==> config.mk <==
export PLATFORM = sky130hd
export DESIGN_NAME = band_playback_engine
export DESIGN_NICKNAME = d
export VERILOG_FILES = /design/src/rtl/band_playback_engine.sv
export SDC_FILE = /design/constraint.sdc
export NUM_CORES = 1
export LEC_CHECK = 0
export CORE_MARGIN = 2
export CORE_UTILIZATION = 52
export CTS_CLUSTER_DIAMETER = 200
export CTS_CLUSTER_SIZE = 20
export DETAILED_ROUTE_END_ITERATION = 7
export PLACE_DENSITY = 0.86
export SLEW_MARGIN = 30
export SYNTH_ARGS = -nofsm -noshare
export SYNTH_HDL_FRONTEND = slang
export SYNTH_SLANG_ARGS = --single-unit
export TNS_END_PERCENT = 50
==> constraint.sdc <==
create_clock -name clk -period 2.7 [get_ports clk]
set_input_delay 0.54 -clock clk [delete_from_list [all_inputs] [get_ports clk]]
set_output_delay 0.54 -clock clk [all_outputs]
set_load 0.005 [all_outputs]
==> src/rtl/band_playback_engine.sv <==
// band_playback_engine
// Sample-playback sequencer for band/loop ROMs. It drives the address of an
// external synchronous-read BRAM and emits one signed sample per 44 kHz
// enable strobe. It supports start/stop control, sub-range playback, loop or
// one-shot mode, read-latency tracking, and sticky status flags.
//
// Optional feature macro: PLAYBACK_GAIN_EN. When defined, it adds an 8-bit
// unsigned Q1.7 gain port (8'h80 = unity) with a symmetric saturating scale.
//
// Output handshake: valid_out is a 1-cycle qualifier for data_out. There is
// no ready/backpressure, and the mixer must take every qualified sample.
// data_out holds its value between pulses. The FSM state is held in state_q
// (type state_t) so checkers can bind to it directly.
module band_playback_engine #(
  parameter int DATA_W    = 16,
  parameter int MEM_DEPTH = 4036,
  parameter int ADDR_W    = $clog2(MEM_DEPTH),
  parameter int RD_LAT    = 1
) (
  input  logic              clk,
  input  logic              rst_n,
  input  logic              enable,
  input  logic              start,
  input  logic              stop,
  input  logic              loop_en,
  input  logic [ADDR_W-1:0] start_addr,
  input  logic [ADDR_W-1:0] end_addr,
`ifdef PLAYBACK_GAIN_EN
  input  logic [7:0]        gain,
`endif
  output logic [ADDR_W-1:0] mem_addr,
  input  logic [DATA_W-1:0] mem_rdata,
  output logic [DATA_W-1:0] data_out,
  output logic              valid_out,
  output logic              busy,
  output logic              done,
  output logic              underrun,
  output logic              cfg_err
);

  typedef enum logic [1:0] {
    IDLE  = 2'd0,
    PRIME = 2'd1,
    PLAY  = 2'd2
  } state_t;

  localparam logic [2:0]      LAT_LD  = 3'(RD_LAT);
  localparam logic [ADDR_W:0] DEPTH_X = (ADDR_W + 1)'(MEM_DEPTH);

  state_t            state_q;
  logic [ADDR_W-1:0] start_q;
  logic [ADDR_W-1:0] end_q;
  logic              loop_q;
  logic [2:0]        rdy_cnt;

  logic              cfg_ok;
  logic              rdy;
  logic              at_end;
  logic [ADDR_W-1:0] next_addr;
  logic [DATA_W-1:0] sample;

  // Range check on the live start inputs, plus the address-advance helpers.
  always_comb begin
    cfg_ok    = (start_addr <= end_addr) && ({1'b0, end_addr} < DEPTH_X);
    rdy       = (rdy_cnt == 3'd0);
    at_end    = (mem_addr == end_q);
    next_addr = at_end ? start_q : mem_addr + ADDR_W'(1);
  end

`ifdef PLAYBACK_GAIN_EN
  localparam int PW = DATA_W + 9;
  localparam logic signed [PW-1:0] SAT_MAX = PW'(2 ** (DATA_W - 1) - 1);
  localparam logic signed [PW-1:0] SAT_MIN = PW'(-(2 ** (DATA_W - 1)));

  logic signed [PW-1:0] prod;
  logic signed [PW-1:0] scaled;

  // Q1.7 gain: widen both operands, scale, then clamp to the sample range.
  always_comb begin
    prod   = PW'($signed(mem_rdata)) * PW'($signed({1'b0, gain}));
    scaled = prod >>> 7;
    sample = scaled[DATA_W-1:0];
    if (scaled > SAT_MAX) begin
      sample = SAT_MAX[DATA_W-1:0];
    end else if (scaled < SAT_MIN) begin
      sample = SAT_MIN[DATA_W-1:0];
    end
  end
`else
  // Without gain, the BRAM word passes through unchanged.
  always_comb begin
    sample = mem_rdata;
  end
`endif

  // Control FSM and all registered outputs. Priority is stop > start > enable.
  always_ff @(posedge clk or negedge rst_n) begin
    if (!rst_n) begin
      state_q   <= IDLE;
      start_q   <= '0;
      end_q     <= '0;
      loop_q    <= 1'b0;
      rdy_cnt   <= 3'd0;
      mem_addr  <= '0;
      data_out  <= '0;
      valid_out <= 1'b0;
      busy      <= 1'b0;
      done      <= 1'b0;
      underrun  <= 1'b0;
      cfg_err   <= 1'b0;
    end else begin
      valid_out <= 1'b0;
      done      <= 1'b0;
      // The read latency counter drains by default. An address change below reloads it.
      if (rdy_cnt != 3'd0) begin
        rdy_cnt <= rdy_cnt - 3'd1;
      end

      if (stop) begin
        state_q  <= IDLE;
        busy     <= 1'b0;
        data_out <= '0;
      end else if (start) begin
        if (cfg_ok) begin
          start_q  <= start_addr;
          end_q    <= end_addr;
          loop_q   <= loop_en;
          mem_addr <= start_addr;
          rdy_cnt  <= LAT_LD;
          state_q  <= PRIME;
          busy     <= 1'b1;
          underrun <= 1'b0;
          cfg_err  <= 1'b0;
        end else begin
          state_q <= IDLE;
          busy    <= 1'b0;
          cfg_err <= 1'b1;
        end
      end else begin
        case (state_q)
          IDLE: begin
          end
          PRIME: begin
            // Wait for the first word. Strobes arriving now are dropped.
            if (rdy) begin
              state_q <= PLAY;
            end
          end
          PLAY: begin
            if (enable) begin
              valid_out <= 1'b1;
              if (rdy) begin
                data_out <= sample;
                if (at_end && !loop_q) begin
                  done    <= 1'b1;
                  state_q <= IDLE;
                  busy    <= 1'b0;
                end else begin
                  mem_addr <= next_addr;
                  // A single-word loop keeps its address, so its data stays valid.
                  if (next_addr != mem_addr) begin
                    rdy_cnt <= LAT_LD;
                  end
                end
              end else begin
                // Data is late: repeat the last sample and flag the underrun.
                underrun <= 1'b1;
              end
            end
          end
          default: begin
            state_q <= IDLE;
            busy    <= 1'b0;
          end
        endcase
      end
    end
  end

endmodule

* Word level (Yosys, flattened, before mapping) *
Index checks and enable logic that the tools add are counted.

word-level totals
  register bits after elaboration = 63
  output and inout port bits = 33
  logic and storage cells = 103

cells by class
  $add $sub $neg = 2
  order comparisons = 2
  equal/unequal tests = 14
  muxes and demuxes = 52
  bitwise operators = 1
  reductions and logical operators = 20

operator list
  operator                                                            number
  12-bit two-way mux                                                  7
  16-bit two-way mux                                                  5
  3-bit two-way mux                                                   9
  1-bit two-way mux                                                   23
  4-bit != test, second input constant                                4
  12-bit by 1-bit adder with 12-bit output, second input constant     1
  12-bit == test                                                      1
  12-bit less-or-equal comparator                                     1
  12-bit less-than comparator, second input constant                  1
  2-bit two-way mux                                                   6
  12-bit != test                                                      1
  2-bit nonzero test                                                  6
  5-bit AND reduction                                                 2
  4-bit AND reduction                                                 2
  2-bit one-hot mux with 3 select lines                               1
  6-bit AND reduction                                                 1
  2-bit by 1-bit != test with 1-bit output, second input constant     2
  2-bit != test, second input constant                                2
  3-bit zero test                                                     1
  3-bit by 1-bit != test with 1-bit output, second input constant     1
  3-bit != test, second input constant                                1
  3-bit AND reduction                                                 1
  3-bit nonzero test                                                  1
  3-bit by 1-bit subtractor with 3-bit output, second input constant  1
  other kinds (9)                                                     10

* Longest topological paths before layout *
Gate-level depths: netlist of the first run.

  depth after elaboration = 10
  mapped depth = 10
  depth with buffers taken out = 8

* Worst setup path after synthesis of the first run *
Ideal clock, no wire load.

  path kind = input port to flip-flop
  start = input port end_addr[11]
  end = register mem_addr[10]
  arrival = 2.385 ns
  required time = 2.575 ns
  path slack = 0.190 ns
  stages = 8
  path buffers = 1
  path through = inv_1 -> ha_1 -> a21oi_1 -> o21ai_1 -> o31a_1 -> o31ai_2 -> buf_12 -> mux2_4

between the ends
  cells in the longest elaborated chain, start to end = 4
  elaborated cells on any way between the ends = 5
  those cells by class = order compare (2); eq/ne (1); reduce/logical (2)

RTL lines
  element                                                                                RTL line  source
  start: declaration                                                                     27        input logic [ADDR_W-1:0] end_addr,
  12-bit less-or-equal comparator / 12-bit less-than comparator (equally long branches)  64        cfg_ok = (start_addr <= end_addr) && ({1'b0, end_addr} < DEPTH_X);
  1-bit logical AND (*)                                                                  64
  2-bit by 1-bit != test with 1-bit output (no source line) (*)                          --
  6-bit AND reduction (no source line) (*)                                               --
  end signal: assignment                                                                 128       mem_addr <= start_addr;
  end signal: assignment                                                                 159       mem_addr <= next_addr;
  end: declaration                                                                       31        output logic [ADDR_W-1:0] mem_addr,

Every way passes the cells marked *; elsewhere a longest branch is shown, timed or not.
A chain may end at the register's enable or synchronous reset.

* Worst setup path in the final report of the first run *
  start = input port start_addr[1]
  end = register end_q[5]

between the ends
  cells in the longest elaborated chain, start to end = 3

RTL lines
  element                               RTL line  source
  start: declaration                    26        input logic [ADDR_W-1:0] start_addr,
  12-bit less-or-equal comparator       64
  1-bit logical AND                     64
  3-bit AND reduction (no source line)  --
  end signal: assignment                126       end_q <= end_addr;
  end: declaration                      52        logic [ADDR_W-1:0] end_q;

Every way passes these cells.

==> results of run 1 <==
layer usage:
| metal | GRT usage (%) | vias up | share of wire (%) |
|---|---|---|---|
| met4 | 9.09 | 0 | 1.7 |
| met1 | 34.8 | 1523 | 43 |
| li1 | - | 1436 | - |
| met5 | 0 | - | 0 |
| met2 | 45.2 | 91 | 51 |
| met3 | 3.97 | 14 | 4.5 |
synthesized netlist by cell type (6+ instances only):
cell type / count
sky130_fd_sc_hd__nand3_1: 6
sky130_fd_sc_hd__mux2_1: 9
sky130_fd_sc_hd__dfrtp_1: 63
sky130_fd_sc_hd__mux2_2: 14
sky130_fd_sc_hd__xor2_1: 30
sky130_fd_sc_hd__nor4_1: 6
sky130_fd_sc_hd__mux2_4: 13
sky130_fd_sc_hd__ha_1: 15
sky130_fd_sc_hd__clkbuf_1: 6
sky130_fd_sc_hd__nand2_1: 54
sky130_fd_sc_hd__mux2i_1: 11
sky130_fd_sc_hd__a21oi_1: 27
sky130_fd_sc_hd__o21ai_0: 14
sky130_fd_sc_hd__nor3_1: 7
sky130_fd_sc_hd__inv_1: 20
power groups by stage:
stage | Sequential (mW) | Combinational, mW | Clock (mW)
after floorplan | 1.34 | 0.965 | 0
after global placement | 1.45 | 1.27 | 0
after detailed placement | 1.47 | 1.31 | 0
after CTS | 1.46 | 1.34 | 0.939
after global routing | 1.50 | 1.47 | 0.977
final | 1.47 | 1.36 | 0.934
cells by family (layout without fill, tap and decap cells):
logic type,after synthesis,in the layout,share of synthesized area [%]
XOR/XNOR,34,34,7.91
AND/OR/NAND/NOR,101,101,15.4
buffers and inverters,40,149,5.89
flip-flops,63,63,41.9
adder cells (fa/ha/maj),15,15,4.99
AO/OA/AOI/OAI,55,55,8.95
multiplexers,47,47,15.0
timing repair:
item,in CTS,in global routing
endpoints found under the setup margin,7,33
pin swaps,0,3
resized for setup,4,3
cloned,0,0
buffers inserted,0,1
through the flow:
step	utilization [%]	power [mW]	instances	hold WS (ns)
floorplan	-	2.30	355	0.244
global placement	67.3	2.72	546	0.482
detailed placement	67.3	2.78	546	0.493
CTS	70.8	3.74	562	0.262
global route	71.1	3.95	563	0.304
finish	71.1	3.77	563	0.254
final cells by class:
class	count	area, µm²	area share [%]
flip-flops and latches	63	1580	31.1
inverters	20	75.1	1.48
well taps	99	124	2.44
repair buffers	113	1070	21.1
clock inverters	3	65.1	1.28
multi-input cells	252	2000	39.5
clock buffers	13	159	3.13
state kept, by name, summed over array words and instances, names as in the netlist:
signal and cells:
mem_addr 12, busy 1, cfg_err 1, done 1, end_q 12, start_q 12
state_q 2, data_out 16, loop_q 1, rdy_cnt 3, valid_out 1, underrun 1
placed cells by master (no fill, tap or decap), types with 2 or more instances in the layout:
cell                              count
sky130_fd_sc_hd__o31a_1               2
sky130_fd_sc_hd__nor2_1               5
sky130_fd_sc_hd__nor2b_1              3
sky130_fd_sc_hd__nor4_4               4
sky130_fd_sc_hd__mux2_2              14
sky130_fd_sc_hd__buf_12               2
sky130_fd_sc_hd__clkdlybuf4s50_1     77
sky130_fd_sc_hd__a21oi_1             27
sky130_fd_sc_hd__buf_6                2
sky130_fd_sc_hd__mux2_1               9
sky130_fd_sc_hd__o21ai_1              2
sky130_fd_sc_hd__clkbuf_8            11
sky130_fd_sc_hd__inv_1               20
sky130_fd_sc_hd__nor3_1               7
sky130_fd_sc_hd__ha_1                14
sky130_fd_sc_hd__dfrtp_1             63
sky130_fd_sc_hd__bufinv_16            2
sky130_fd_sc_hd__nand2_1             54
sky130_fd_sc_hd__clkbuf_1             2
sky130_fd_sc_hd__nor4_1               6
sky130_fd_sc_hd__xnor2_1              4
sky130_fd_sc_hd__o21ai_0             13
sky130_fd_sc_hd__nand3_1              6
sky130_fd_sc_hd__mux2_4              13
sky130_fd_sc_hd__nand4_1              5
sky130_fd_sc_hd__o211ai_1             2
sky130_fd_sc_hd__buf_4               31
sky130_fd_sc_hd__xor2_1              30
sky130_fd_sc_hd__mux2i_1             11
path summary, 6_finish.rpt:
check / startpoint / endpoint / slack, ns / depth (start not counted)
hold reg to reg: underrun$_DFFE_PN0P_ / underrun$_DFFE_PN0P_ / 0.50 / 2
setup / recovery: start_addr[1] / end_q[5]$_DFFE_PN0P_ / 0.01 / 9
setup reg to reg: rdy_cnt[0]$_DFF_PN0_ / mem_addr[7]$_DFFE_PN0P_ / 0.34 / 9
min in group clk: underrun$_DFFE_PN0P_ / underrun$_DFFE_PN0P_ / 0.50 / 2
hold / removal: rst_n / start_q[1]$_DFFE_PN0P_ / 0.25 / 1
max in group asynchronous: rst_n / busy$_DFFE_PN0P_ / 1.81 / 2
critical path, delay by kind of cell:
kind | cells | cell delay (ns)
simple gates | 2 | 0.41
buf+inv | 2 | 0.78
mux | 1 | 0.35
compound gates | 3 | 0.59
fa+ha+maj | 1 | 0.24
==> results summary, run 1 <==
The cell area after layout is 5070 µm². The total standard cell area after synthesis is 3760 µm². The setup path with the least slack is of type primary input to flop. The wire length of the first global-routing pass is 15,600 µm. Of all nets on the critical path, the largest fanout is 11. The number of vias per cell after detailed routing is 5.44.

The maximum clock path buffer count is 2. The clock sink total came out at 63. Yosys mapped a number of flops with a built-in enable equal to 0. Per report_power, the clock group accounts for 24.8% of the total.

The cell at the slowest stage of the critical path is sky130_fd_sc_hd__clkdlybuf4s50_1. The maximum VDD drop came out at 0.000448 V. The worst max-slew margin expressed relative to the limit is 51.0%. The number of pins with negative max-slew slack in the final report came to 0.

The detailed router's first-iteration violation count is 177. TritonCTS built the clock tree. Global routing finished with a remaining overflow of 0. The DRC violation count after routing came out at 0. Data on the critical path arrives at its endpoint at 2.92 ns. The maximum frequency from static timing analysis is 372 MHz. The post-detailed-route wirelength per cell is 17.5 µm. The clock-pin slew on the worst setup and hold paths is 0.07 ns. The net count of the mapped netlist came out at 416. The worst clock skew is 0.00722 ns.

Dividing the final minimum period by the clock period gives 99.5%. The worst hold path belongs to the class primary input to asynchronous set/reset pin. The setup-violating endpoint count in the final report came out at 0. The routed layout has 3,064 vias. The final count of hold timing violations came out at 0. The clock latency at the later pin of the worst-skew pair came out at 0.35 ns. Sorting the synthesized cells by area gives the leading types as sky130_fd_sc_hd__dfrtp_1, sky130_fd_sc_hd__xor2_1, sky130_fd_sc_hd__nand2_1, sky130_fd_sc_hd__mux2_4, sky130_fd_sc_hd__ha_1.

The number of synthesized register bits is 63. The fraction of final layout cells with drive strength greater than 1 is 20.3%. The net count reported at finish came out at 520.

The flow ran to the end, and the final reports show no timing, DRC or antenna violations. The last weighted congestion value of the routability-driven placer came out at 0.886. The area of the core is 7140 µm².

The portion of total power attributed to combinational logic came out at 36.1%. The part of the Yosys area used for sequential elements came out at 41.9%. The count of distinct cell types in the synthesized netlist is 45. Summed over all nets, the switching power comes to 1.29 mW. The count of standard-cell rows came out at 31.

The maximum single-stage delay on the critical path is 0.58 ns. The proportion of register bits with asynchronous set or reset after synthesis came out at 100%. The worst path setup slack after routing came out at 0.0127 ns. The post-synthesis average cell area came out at 10.6 µm².

Among all flip-flop cells after synthesis, the most frequent one is sky130_fd_sc_hd__dfrtp_1. The required time at the endpoint of the critical path is 2.93 ns. The routed wire length came out at 9850 µm. The number of global-route vias before repair came out at 3,095. The register share of total power is 39.1%. In the synthesized netlist, the number of instances is 355. The synthesized design spends more area on one cell type than any other, namely sky130_fd_sc_hd__dfrtp_1.

The power per cell area came out at 743 nW/µm². The H-tree was split into 3 levels. The leakage power of the design is 2.28 nW. For this design the top-level I/O count stands at 79. The hold buffer count at cts is 0. In this run the biggest area consumer among cell types represents 41.9% of the synthesized area. The sum of negative setup slack came out at 0 ns. The chip width is 89.1 µm. The die height is 89.1 µm.

The total internal power came out at 2.48 mW. Detailed placement ended at an HPWL of 7020 µm. The initial antenna violation count came out at 0. The area overhead of the layout relative to synthesis is 34.8%. The placed instances occupy a cell area of 4800 µm². The critical path startpoint category is a primary input. The total global-route track usage is 26.6%. The minimum clock period after layout came out at 2.69 ns.

The number of clock buffers added by TritonCTS is 9. Before antenna repair, the detailed router went through 4 iterations. The area enclosed by the die boundary is 7930 µm².

Once detail routing completed, the nets flagged for antenna violations numbered 0. The worst setup path is captured at a flop. The clock root buffer is sky130_fd_sc_hd__clkbuf_8. The fraction of power spent switching nets came out at 34.3%. The transition time at the pin with the least slew margin came out at 0.735 ns. The count of warnings emitted by yosys came out at 0. Setup repair after global routing could not meet its margin everywhere.

The initial utilization of the core area, before any placement, comes to 52.7%. The number of antenna repair diodes is 0. Traced cell by cell, the critical path runs through clkdlybuf4s50_1, ha_4, nor2b_1, o211ai_2, a21oi_1, o31a_1, nor3_4, buf_6, mux2_2. The number of buffers inserted by port buffering came out at 78.

The number of filler instances in the final layout is 506. Across the run, the number of max-cap violations was 0. The largest net degree at the start of global routing came out at 35.

Prior to clock tree synthesis, the placed netlist has a worst setup slack of -0.362 ns.
Power figures use the tool's default switching activity.
==> run 2, diff against run 1 <==
--- a/config.mk
+++ b/config.mk
@@ -8,7 +8,7 @@
 export CORE_MARGIN = 2
 export CORE_UTILIZATION = 52
 export CTS_CLUSTER_DIAMETER = 200
-export CTS_CLUSTER_SIZE = 20
+export CTS_CLUSTER_SIZE = 12
 export DETAILED_ROUTE_END_ITERATION = 7
 export PLACE_DENSITY = 0.86
 export SLEW_MARGIN = 30
==> results of run 2 <==
The final DEF is identical to that of run 1; final timing and power are the same.
==> variant 1, RTL diff (flow settings as in run 1) <==
Set the parameter `MEM_DEPTH` to 2018 (it was 4036).
--- a/src/rtl/band_playback_engine.sv
+++ b/src/rtl/band_playback_engine.sv
@@ -13,7 +13,7 @@
 // (type state_t) so checkers can bind to it directly.
 module band_playback_engine #(
   parameter int DATA_W    = 16,
-  parameter int MEM_DEPTH = 4036,
+  parameter int MEM_DEPTH = 2018,
   parameter int ADDR_W    = $clog2(MEM_DEPTH),
   parameter int RD_LAT    = 1
 ) (
Ports: changed (resized end_addr, mem_addr and start_addr); port bits go from 79 to 76. The function was not compared with the original's and may differ.
==> variant 1 against run 1 <==
Critical path type unchanged. Via count fell by 4.2%. Setup slack improved by 0.031 ns. Non-clock buffer count rose by 7. Sequential share of layout area rose by 0.28 points. Count of clock-buffer cells in the layout fell by 1. Maximum frequency rose by 1.2%. Total power fell by 9.3%. Sequential cell count fell by 3. Final area fell by 5.6%. Largest power group is now combinational logic. Utilization rose by 4.3 points. First-iteration DRC count rose by 12%. Area after synthesis fell by 8.9%. Wire length fell by 6.0%. Final cell count fell by 7.3%.
==> variant 1: results (changes against run 1) <==
stage,metric,value,unit,change
critical_path,crit_path_end,rdy_cnt[0],,
critical_path,rrSetupSlack,0.24,ns,-0.10 ns
power,peakVddDrop,0.482,mV,+7.7%
finish,multi_input_area_share,37.5,%,-1.9 points
place,placement.cell_area,4540,sq um,-5.5%
detailed_routing,drt_iter0_markers,198,,+12%
finish,bufAreaShareNonClock,23.4,%,+2.3 points
yosys,synth-seq-cells,60,,-4.8%
global_route,vias_in_the_first_global_route,2996,,-3.2%
finish,nNonClkBuffers,120,,+6.2%
detailed_routing,routed-wl-met2,4590,microns,-9.0%
yosys,syn_nets,388,,-6.7%
detailed_routing,vias,2935,,-4.2%
sta,max_slew.worst_pin.slew,0.548,ns,-0.186 ns
finish,layout_inverter_count_without_the_clock_tree,19,,-5.0%
global_route,met2_usage,44.6,%,-0.58 points
detailed_routing,dr_wl_met3,555,microns,+24%
floorplan,floorplan.die.width,85.2,microns,-4.3%
critical_path,critical_path.max_stage_delay,0.48,ns,-0.10 ns
place,numPortBuffers,75,,-3.8%
finish,comb.multi_input.count,230,,-8.7%
critical_path,r2r_start,mem_addr[9],,
yosys,yosys-top-cells-area,"dfrtp_1 (44%), mux2_2 (7.9%), ha_1 (5.1%)",,
global_route,grt_util_met1,37.5,%,+2.7 points
finish,fill_count,404,,-20%
sta,layout_min_cycle_time,2.66,ns,-0.0309 ns
yosys,synth_seq_area_share,43.8,%,+1.9 points
detailed_routing,drt_pass1_iterations,5,,+1
yosys,syn-instance-count,330,,-7.0%
power,power.share.clock,24.4,%,-0.4 points
critical_path,worst_ep_arrival_time,2.87,ns,-0.05 ns
clocking,cts_repair_resize_count,5,,+1
critical_path,worst_r2r_path_depth,7,,-2
run_status,status,"finished, final reports clean",,
detailed_routing,drt-met1-wl,3950,microns,-5.8%
yosys,netlist_top_cells_count,"dfrtp_1 (60), nor2_1 (26), mux2_2 (24)",,
finish,finish.net_count,498,,-4.2%
detailed_routing,post_drt_wl_per_cell,17.7,microns,+1.3%
sta,timing.clock.skew,0.00995,ns,+0.00274 ns
finish,final-clk-cell-share,4.23,%,-0.18 points
yosys,synth.lib_cells_used.distinct,47,,+4.4%
==> variant 1: changes by cell type after synthesis, sizes merged, moves of 4 or more <==
cell	delta
a21oi	-13
a22o	+8
mux2	-12
mux2i	+6
nand2	-36
nand3	+4
nor2	+20
nor3	-5
nor4	-6
o21a	+9
o21ai	-8
xnor2	+17
xor2	-20
==> variant 1: how the worst min path moves through the flow <==
stage / start / endpoint / slack (ns) / cells after the start
global route: rst_n / end_q[9] / 0.12 / 1
floorplan: rst_n / busy / 0.24 / 0
CTS: rst_n / end_q[5] / 0.12 / 1
finish: rst_n / end_q[5] / 0.12 / 1
global placement: busy / busy / 0.47 / 1
detailed placement: rst_n / end_q[5] / 0.48 / 1
==> variant 1: cell families after synthesis <==
kind of cell / after synthesis / share of synthesized area [%]
adders and majority gates: 14 / 5.11
and+or+nand+nor: 84 / 12.5
xor gates and xnor gates: 31 / 8.58
buffers and inverters: 40 / 5.11
muxes: 41 / 12.8
AOI/OAI and AO/OA: 60 / 12.0
DFF: 60 / 43.8
==> variant 2, RTL diff (settings of run 1) <==
Without the edit above. The 3 states of `state_t` get a one-hot encoding in 3 bits.
--- a/src/rtl/band_playback_engine.sv
+++ b/src/rtl/band_playback_engine.sv
@@ -38,10 +38,10 @@
   output logic              cfg_err
 );
 
-  typedef enum logic [1:0] {
-    IDLE  = 2'd0,
-    PRIME = 2'd1,
-    PLAY  = 2'd2
+  typedef enum logic [2:0] {
+    IDLE  = 3'b001,
+    PRIME = 3'b010,
+    PLAY  = 3'b100
   } state_t;
 
   localparam logic [2:0]      LAT_LD  = 3'(RD_LAT);
Function: same outputs for any inputs over 4 cycles, from zero or initial values and one cycle with rst_n low; so few cycles prove little.
==> variant 2 against run 1 <==
Synthesized cell count shrank 3.9%. Register-to-register slack worse by 0.13 ns. Final cell count shrank 0.71%. Sequential cell count grew 1. Setup slack better by 0.0086 ns. Clock skew rose by 0.0045 ns. Global-route usage up 2.4 points. Total power is essentially flat. Area after synthesis shrank 1.4%. Wire length rose by 23%. Final area increased by 4.0%. Utilization increased by 6.1 points. Clock power decreased by 1%. Largest cell class unchanged.
==> variant 2: results (changes against run 1) <==
stage,metric,value,unit,change
clocking,clock_path_buffers,2,,unchanged
sta,timing.clock.skew,0.0117,ns,+0.00453 ns
yosys,synth_seq_area_share,43.2,%,+1.3 points
global_route,grt_first_pass_wirelength,17000,microns,+9.2%
clocking,holdBufCountCts,0,,unchanged
detailed_routing,vias,3402,,+11%
finish,fill_count,405,,-20%
yosys,ys_warn_count,0,,unchanged
clocking,ctsRootBufferMaster,clkbuf_8,,
critical_path,timing.critical_path.fanout_max,6,,-5
place,gp_congestion,0.966,,+9.0%
detailed_routing,drt_iter0_markers,392,,+120%
yosys,synth.lib_cells_used.distinct,50,,+11%
power,peakVddDrop,0.438,mV,-2.2%
global_route,maximum_number_of_pins_on_one_net_before_global_route_repair,37,,+5.7%
place,post-place-cells,540,,-1.1%
finish,final_antenna_diode_count,0,,unchanged
finish,drive_above_1_share,25.1,%,+4.8 points
finish,largest_register_ff_count,16,,unchanged
finish,finish.net_count,520,,unchanged
detailed_routing,drt_pass1_iterations,5,,+1
yosys,synth_async_sr_flop_share,100,%,unchanged
job,max-cap-violations,0,,unchanged
sta,max_slew.worst_pin.slew,0.807,ns,+0.0721 ns
yosys,syn_nets,402,,-3.4%
place,post-dp-hpwl,7510,microns,+7.0%
clocking,cts_buffers,9,,unchanged
run_status,status,"finished, final reports clean",,
clocking,clk_pin_slew_worst_paths,0.08,ns,
clocking,clkLatencyLatePin,0.36,ns,
power,power.static_leakage,2.45,nW,+7.4%
place,numPortBuffers,78,,unchanged
detailed_routing,post_drt_wl_per_cell,21.6,microns,+24%
place,placement.cell_area,4860,sq um,+1.3%
global_route,grt_overall_usage,28.9,%,+2.4 points
place,dp_slack,-0.390,ns,-0.0281 ns
yosys,syn-instance-count,341,,-3.9%
finish,regMostFlops,data_out,,
finish,area_growth,42.2,%,
critical_path,worst_ep_arrival_time,2.92,ns,about the same
global_route,number_of_antenna_violations_at_the_first_check_in_global_routing,0,,unchanged
yosys,netlist_top_cells_count,"dfrtp_1 (63), o21ai_0 (29), xor2_1 (25)",,
clocking,ctsHtreeMaxLevel,3,,unchanged
yosys,yosys-top-cells-area,"dfrtp_1 (43%), xor2_1 (5.9%), ha_1 (5.1%)",,
hold_path,min-delay-path-class,primary input to asynchronous set/reset pin,,
finish,finish.cell_count_without_fillers,559,,-0.71%
## variant 2: report_power, final
group	internal, mW	leakage (nW)	total, mW	switching [mW]
combinational	0.728	1.53	1.39	0.659
clock	0.513	0.109	0.923	0.410
sequential	1.15	0.812	1.45	0.307
total	2.39	2.45	3.76	1.38
## variant 2: cells by family after synthesis
kind of cell               share of synthesized area, %
xor gates and xnor gates                           8.50
and+or+nand+nor                                    10.6
AOI/OAI and AO/OA                                  15.5
adders and majority gates                          5.06
DFF                                                43.2
muxes                                              11.8
buffers and inverters                              5.33
## variant 2: final cells by class
type                            count  area share [%]
Clock buffer                        9            2.35
Sequential cell                    64            30.4
Multi-Input combinational cell    237            38.6
Clock inverter                      6            1.59
Inverter                           19            1.35
Tap cell                           96            2.28
Timing Repair Buffer              128            23.4
## variant 2: metal layers
metal	GRT usage [%]	part of all wire (%)	up-vias
met5	0	0	-
met4	14.2	3.9	0
met3	4.48	7.0	42
met2	46.5	48	186
met1	38.4	41	1726
li1	-	-	1448
## variant 2: final timing paths
check                         startpoint      endpoint  slack [ns]  cells past startpoint
min in group clk                    busy          busy        0.50                      1
hold reg to reg                     busy          busy        0.50                      1
setup / recovery           start_addr[5]   mem_addr[7]        0.02                     10
setup reg to reg             mem_addr[6]   mem_addr[7]        0.21                      8
max in group asynchronous          rst_n  data_out[15]        1.84                      2
hold / removal                     rst_n      end_q[4]        0.22                      1
## variant 2: repair_timing
item	CTS	global route
cloned	1	0
buffers inserted	2	1
resized for setup	8	28
setup endpoints to repair	7	38
pin swaps	3	5
## variant 2: worst max-delay path, stage by stage
cell	delay, ns
clkdlybuf4s50_1	0.50
ha_4	0.32
nand2_2	0.07
or4_4	0.55
o21ai_4	0.09
a31oi_4	0.09
o21ai_4	0.22
buf_6	0.12
buf_12	0.12
mux2_4	0.30
